### config.mk
export PLATFORM = sky130hd
export DESIGN_NAME = rs_encoder
export DESIGN_NICKNAME = d
export VERILOG_FILES = /design/src/rtl/rs_pkg.sv /design/src/rtl/rs_encoder_multiply.sv /design/src/rtl/rs_encoder.sv
export SDC_FILE = /design/constraint.sdc
export NUM_CORES = 1
export LEC_CHECK = 0
export ABC_AREA = 1
export ABC_CLOCK_PERIOD_IN_PS = 4130
export CORE_MARGIN = 2
export CORE_UTILIZATION = 40
export DETAILED_ROUTE_END_ITERATION = 10
export PLACE_DENSITY = 0.54
export SYNTH_ARGS = -nofsm -noshare
export SYNTH_HDL_FRONTEND = slang
export SYNTH_HIERARCHICAL = 1
export SYNTH_SLANG_ARGS = --single-unit
### constraint.sdc
create_clock -name clk -period 4.13 [get_ports clk]
set_clock_uncertainty 0.15 [all_clocks]
set_input_delay 0.826 -clock clk [delete_from_list [all_inputs] [get_ports clk]]
set_output_delay 0.826 -clock clk [all_outputs]
set_load 0.02 [all_outputs]
### src/rtl/rs_pkg.sv
// Shared constants for the RS(K+6,K) t=3 encoder over GF(2^8), field polynomial 0x11D.
package rs_pkg;

  localparam logic [7:0]  GF_POLY = 8'h1D;
  localparam int unsigned RS_NPAR = 6;

  // g(x) = prod_{i=1..6} (x + alpha^i); index i holds the coefficient of x^i, x^6 is implicit
  localparam logic [7:0] G_COEF [0:5] = '{8'h75, 8'h31, 8'h3A, 8'h9E, 8'h04, 8'h7E};

  typedef enum logic {
    DATA,
    PARITY
  } rs_state_e;

endpackage

### src/rtl/rs_encoder_multiply.sv
// GF(2^8) multiplier X = A*B, reduced by the field polynomial, purely combinational.
module multiply
  import rs_pkg::*;
(
  input  logic [7:0] A,
  input  logic [7:0] B,
  output logic [7:0] X
);

  always_comb begin
    logic [7:0] a;
    logic [7:0] p;
    a = A;
    p = '0;
    for (int unsigned i = 0; i < 8; i++) begin
      if (B[i]) p = p ^ a;
      a = {a[6:0], 1'b0} ^ (a[7] ? GF_POLY : 8'h00);
    end
    X = p;
  end

endmodule

### src/rtl/rs_encoder.sv
// Systematic RS encoder: forwards K data symbols, then appends parity p5..p0 from an LFSR.
module rs_encoder
  import rs_pkg::*;
#(
  parameter int unsigned K = 249
) (
  input  logic       clk,
  input  logic       rst,
  input  logic       in_valid,
  output logic       in_ready,
  input  logic [7:0] in_data,
  output logic       out_valid,
  input  logic       out_ready,
  output logic [7:0] out_data,
  output logic       out_parity,
  output logic       out_last
);

  // Also counts the six parity slots, so never narrower than 3 bits
  localparam int unsigned CW = ($clog2(K) > 3) ? $clog2(K) : 3;

  rs_state_e     r_state;
  rs_state_e     w_next_state;
  logic [CW-1:0] r_cnt;
  logic [7:0]    r_par [0:RS_NPAR-1];
  logic          r_out_valid;
  logic [7:0]    r_out_data;
  logic          r_out_parity;
  logic          r_out_last;

  logic          w_free;
  logic          w_accept;
  logic          w_par_load;
  logic          w_last_data;
  logic          w_last_par;
  logic [7:0]    w_fb;
  logic [7:0]    w_prod [0:RS_NPAR-1];

  assign w_free      = !r_out_valid || out_ready;
  assign w_accept    = in_valid && in_ready;
  assign w_par_load  = (r_state == PARITY) && w_free;
  assign w_last_data = w_accept && (r_cnt == CW'(K - 1));
  assign w_last_par  = w_par_load && (r_cnt == CW'(RS_NPAR - 1));
  assign w_fb        = in_data ^ r_par[RS_NPAR-1];

  for (genvar gi = 0; gi < RS_NPAR; gi++) begin : g_mul
    multiply u_mul (
      .A (w_fb),
      .B (G_COEF[gi]),
      .X (w_prod[gi])
    );
  end

  always_ff @(posedge clk or posedge rst) begin
    if (rst) r_state <= DATA;
    else     r_state <= w_next_state;
  end

  always_comb begin
    w_next_state = r_state;
    case (r_state)
      DATA:    if (w_last_data) w_next_state = PARITY;
      PARITY:  if (w_last_par)  w_next_state = DATA;
      default: w_next_state = DATA;
    endcase
  end

  always_comb begin
    in_ready = (r_state == DATA) && w_free;
  end

  always_ff @(posedge clk or posedge rst) begin
    if (rst) begin
      r_cnt        <= '0;
      r_out_valid  <= 1'b0;
      r_out_data   <= '0;
      r_out_parity <= 1'b0;
      r_out_last   <= 1'b0;
      for (int unsigned i = 0; i < RS_NPAR; i++) r_par[i] <= '0;
    end else if (w_accept) begin
      for (int unsigned i = 1; i < RS_NPAR; i++) r_par[i] <= r_par[i-1] ^ w_prod[i];
      r_par[0]     <= w_prod[0];
      r_out_valid  <= 1'b1;
      r_out_data   <= in_data;
      r_out_parity <= 1'b0;
      r_out_last   <= 1'b0;
      r_cnt        <= w_last_data ? '0 : r_cnt + 1'b1;
    end else if (w_par_load) begin
      // Shifting zeros in leaves the register clear once p0 has left
      for (int unsigned i = 1; i < RS_NPAR; i++) r_par[i] <= r_par[i-1];
      r_par[0]     <= '0;
      r_out_valid  <= 1'b1;
      r_out_data   <= r_par[RS_NPAR-1];
      r_out_parity <= 1'b1;
      r_out_last   <= w_last_par;
      r_cnt        <= w_last_par ? '0 : r_cnt + 1'b1;
    end else if (out_ready) begin
      r_out_valid  <= 1'b0;
    end
  end

  assign out_valid  = r_out_valid;
  assign out_data   = r_out_data;
  assign out_parity = r_out_parity;
  assign out_last   = r_out_last;

endmodule

; After elaboration in Yosys (flattened, before gate mapping)
; Index checks and enable logic that the tools add are counted.
; Widths: inputs -> output; s select.
[totals]
regBits = 68
latchBits = 0
mem_bits_rw = 0
mem_bits_ro = 0
out_inout_bits = 12
word_cells = 78
mem_count = 0
[classes]
n_addsub = 1
n_mul = 0
div = 0
magnitude_cmp = 0
eq_ne = 2
n_shift = 0
muxes = 25
n_bitwise = 29
reduce_logical = 9
[op_table]
columns = op, n
row1 = $xor 8x8->8, 27
row2 = $mux 48, 2
row3 = $mux 8, 6
row4 = $mux 5, 7
row5 = $mux 1, 9
row6 = $add 8x1->8 const B, 1
row7 = $eq 8x3->1 const B, 1
row8 = $eq 8x8->1 const B, 1
row9 = $xor 8x5->8, 1
row10 = $logic_and 1x1->1, 5
row11 = $reduce_bool 3->1, 1
row12 = $pmux 1 s2, 1
row13 = $reduce_bool 2->1, 1
row14 = $logic_not 1->1, 1
row15 = $logic_or 1x1->1, 1
row16 = $not 1->1, 1

; Depth between registers and ports, before layout
; Gate-level depths: netlist of the first run.
[logic_depth]
depth_word = 18
depth_mapped = 21
depth_no_buf = 21

; Modules after synthesis
; Netlist of the first run, hierarchy kept.
[modules_own_cells]
columns = mod, n_inst, cells_per_inst, area_per_inst_um2, seq_area_each_um2
row1 = multiply, 6, 335, 1616.6, 0.0
row2 = rs_encoder, 1, 524, 3759.9, 1701.6

; Worst setup path before layout of the first run
; Ideal clock, no wire load.
[synth_timing]
kind = input -> register
startpoint = in in_data[6]
endpoint = reg r_par[20] (netlist bit)
setup_time_ns = 0.117
arrival_time_ns = 3.513
setup_slack_ns = 0.349
stages = 21
cell_sequence = xor2_1 -> inv_2 -> nand2_1 -> nand3_2 -> nand2_1 -> nand2_1 -> nand2_2 -> nand2_2 -> nand2_2 -> inv_1 -> nor2_1 -> nand2_1 -> nand2_1 -> inv_1 -> nand2_1 -> nand2_1 -> xor2_1 -> nand2_1 -> nand2_1 -> nand2_1 -> nand2_1
[synth_lines]
columns = item, line_no
row1 = start: declaration, rs_encoder.sv:11  ; input logic [7:0] in_data,
row2 = end: declaration, rs_encoder.sv:25  ; logic [7:0] r_par [0:RS_NPAR-1];

==> results by group, run 1 <==
Detailed routing
  • Via count: 14305
  • Antenna viol nets, final: 0
  • Vias per std cell: around 4.6
  • Routed wire per std cell: around 12 µm
  • DRC Markers: 0
  • DR pass1 iterations: 5
  • 1st-iter DRT viols: roughly 740
  • Total Wirelength: 38100 µm

STA
  • Total negative setup slack: 0 ns
  • Period minus WS final: 3.53 ns
  • Worst-Margin Slew: slightly above 0.9 ns
  • Unrepaired setup endpoints after global routing: false
  • Final Cycle Share: 0.854
  • Max Fclk: approximately 280 MHz
  • Slew headroom: 0.393
  • Pins over their slew limit: 0
  • Setup slack after layout: 0.604 ns
  • Final hold vios: 0
  • Final Setup Violations: 0

CTS
  • CTS Buf Count: 9
  • CTS tree: done
  • Post-CTS Resized: 0
  • Clk slew on worst S/H paths: roughly 0.06 ns
  • Htree depth: 3
  • Clk sinks: 68
  • Clock Path Buffers: 2
  • Worst skew pair latency: 0.34 ns
  • Post-CTS Setup Bufs: 0
  • Hold-fix buffers at CTS: 0
  • Clock root cell: clkbuf_16

Setup path
  • CP delay by family, top: simple AND/OR/NAND/NOR gates
  • Startpoint types: input port
  • Crit. End Element: register
  • WS Path Type: input port to register
  • Worst path slowest cell: clkdlybuf4s50_1
  • Reg2Reg Depth: 20
  • CP Max Fanout: 43
  • CP required: 4.21 ns
  • Worst Path Arrival: 3.61 ns
  • Number of buffers and inverters on the critical path: 3
  • Crit-path cells: clkdlybuf4s50_1 > xor2_4 > buf_12 > inv_2 > nand2_2 > nand2_1 > nand2_1 > nand2_2 > nand2_2 > nand2_4 > nor2_2 > nand3_1 > nand2_1 > nand2_1 > nand3b_1 > nand2_1 > xor2_1 > nand2_1 > nand2_1 > nand2_1 > nand2_1
  • Largest stage delay, worst path: between 0.5 and 0.6 ns
  • CP dominant cell by count: nand2_1
  • WP depth: 21

Synthesis
  • Post-synth EDFFs: 0
  • Seq/Total Area, Yosys: 0.126
  • Main flop type after synthesis: dfrtp_1
  • Post-synth ARST share: 1.00
  • Area contributors post-synth: nand2_1, dfrtp_1, xor2_1
  • Post-Syn Area: 13500 µm²
  • Synth Area per Inst: 5.31 µm²
  • Share of Yosys cell area claimed by the top area cell type: 0.368
  • Cells after Synth: 2534
  • Post-synth cell types: 30
  • Post-synthesis register bit count: between 60 and 70
  • Total of warnings raised by yosys: 6
  • Synth area leader: nand2_1

Run
  • Max-cap violations: 0

Floorplanning
  • Chip Height: 187 µm
  • Row count: 67
  • Initial Util: 0.403
  • Die area: 35100 µm²
  • Horiz. Die Dim: ~190 µm
  • CORE AREA: 33400 µm²
  • I/O Pins: 24

GRT
  • Initial antenna violation count: 0
  • First-pass GRT wire length: between 60000 and 70000 µm
  • GRT Util Overall: 0.221
  • Global route total overflow: 0
  • Vias in the first global route: between 10000 and 15000
  • Largest net degree at the start of global routing: just over 70

Final layout
  • ANT cells: 0
  • Final Instance Area: 15200 µm²
  • Final nets: around 2700
  • Layout cells sized above 1: 0.0862
  • Area grow syn2layout: 13.1%

Placement
  • DP Area: 14900 µm²
  • Hpwl dp: 29400 µm
  • Place WS: 0.275 ns
  • PortBufs: 23
  • GP Congestion: 0.895

Worst hold path
  • Hold path cells: 2
  • Hold WC Path Type: register to register

Power and ir drop
  • VDD IR max: 321 µV
  • Pwr/cell area: 959 nW/µm²
  • Leakage: about 9.3 nW

Status
  • Outcome: finished clean
sequential cells by signal, summed over array words and instances (netlist names):
signal,cells
r_par,48
out_data,8
r_cnt,8
out_last,1
out_parity,1
out_valid,1
r_state,1
kinds of logic after synthesis:
| logic type | Yosys count | share of synthesized area |
|---|---|---|
| AND/OR/NAND/NOR | 1845 | 0.578 |
| adder cells (fa/ha/maj) | 3 | 0.00279 |
| XOR/XNOR | 228 | 0.165 |
| AO/OA/AOI/OAI | 34 | 0.0154 |
| flip-flops | 68 | 0.126 |
| other | 2 | 0.000558 |
| buffers and inverters | 354 | 0.112 |
metrics by stage:
step / util / power [mW] / hold WS (ns) / instances
2_1_floorplan: - / 11.0 / 0.340 / 2688
3_3_place_gp: 0.445 / 13.4 / 0.308 / 3113
3_5_place_dp: 0.445 / 13.5 / 0.324 / 3113
4_1_cts: 0.456 / 14.5 / 0.339 / 3128
5_1_grt: 0.456 / 16.5 / 0.356 / 3128
6_report: 0.456 / 14.6 / 0.326 / 3128
worst register-to-register path: stages (launching register included):
cell	delay, ns
dfrtp_1	0.45
xor2_4	0.32
buf_12	0.29
inv_2	0.18
nand2_2	0.11
nand2_1	0.07
nand2_1	0.11
nand2_2	0.10
nand2_2	0.09
nand2_4	0.08
nor2_2	0.11
nand3_1	0.09
nand2_1	0.08
nand2_1	0.06
nand3b_1	0.08
nand2_1	0.09
xor2_1	0.15
nand2_1	0.06
nand2_1	0.05
nand2_1	0.05
nand2_1	0.06
power breakdown:
part           leakage, nW  internal [mW]  total (mW)  switching (mW)
logic                 8.25           4.49        12.5            7.97
clock network        0.172          0.649       0.947           0.298
registers            0.860          0.908        1.20           0.289
total                 9.29           6.04        14.6            8.56
Yosys cell counts, types with 7 or more instances:
cell and number:
buf_2 21, clkbuf_1 26, o21ai_2 7, inv_2 19, nand3b_1 25, xor2_1 138
nand3_1 231, buf_4 15, inv_1 259, xnor2_1 60, dfrtp_1 68, nand3_2 12
nand2_4 12, o21ai_0 8, buf_6 12, a21oi_1 9, nand2_2 79, nand2_1 1318
nor2_2 19, xnor2_2 30, nor2_1 124, nand4_1 19
cell usage in the layout, fill, tap and decap left out, types with 4 or more instances in the layout:
cell type           n
nand3_2            12
a21oi_1             9
xor2_4              5
clkdlybuf4s50_1    23
o21ai_0             8
nand2_4            12
nor2_2             18
nand4_1            19
clkbuf_16           9
nand2_2            79
xnor2_1            60
conb_1            156
nand3b_1           25
bufinv_16           4
inv_1             258
xor2_1            130
inv_2              20
nand2_1          1318
buf_12             11
buf_4              18
dfrtp_1            68
xnor2_2            30
o21ai_1             6
nand3_1           231
or2_1               6
nor2_1            124
o21ai_2             6
per-layer routing:
layer,vias to the layer above,part of all wire,global-route usage
li1,7778,-,-
met2,199,0.47,0.395
met4,0,0.0072,0.0291
met5,-,0,0
met1,6309,0.49,0.297
met3,19,0.033,0.0201
path summary, 6_finish.rpt:
check,start,slack (ns),endpoint
setup reg to reg,r_par[7],1.19,r_par[37]
hold reg to reg,out_parity,0.33,out_parity
min in group asynchronous,rst,0.93,r_cnt[5]
max in group asynchronous,rst,2.31,r_par[41]
setup / recovery,in_data[7],0.60,r_par[37]
hold / removal,out_parity,0.33,out_parity
cell type report:
class | count | area, µm²
clock inverters | 6 | 136
flip-flops and latches | 68 | 1700
well taps | 448 | 561
inverters | 279 | 1050
multi-input cells | 2266 | 11000
clock buffers | 9 | 225
fillers | 3710 | 18100
repair buffers | 52 | 586
Power figures use the tool's default switching activity.
==> run 2, diff against run 1 <==
Settings changed: ABC_CLOCK_PERIOD_IN_PS 4130 to default.
==> results of run 2 <==
Same layout as run 1: the final DEF is identical, and so are final timing and power.
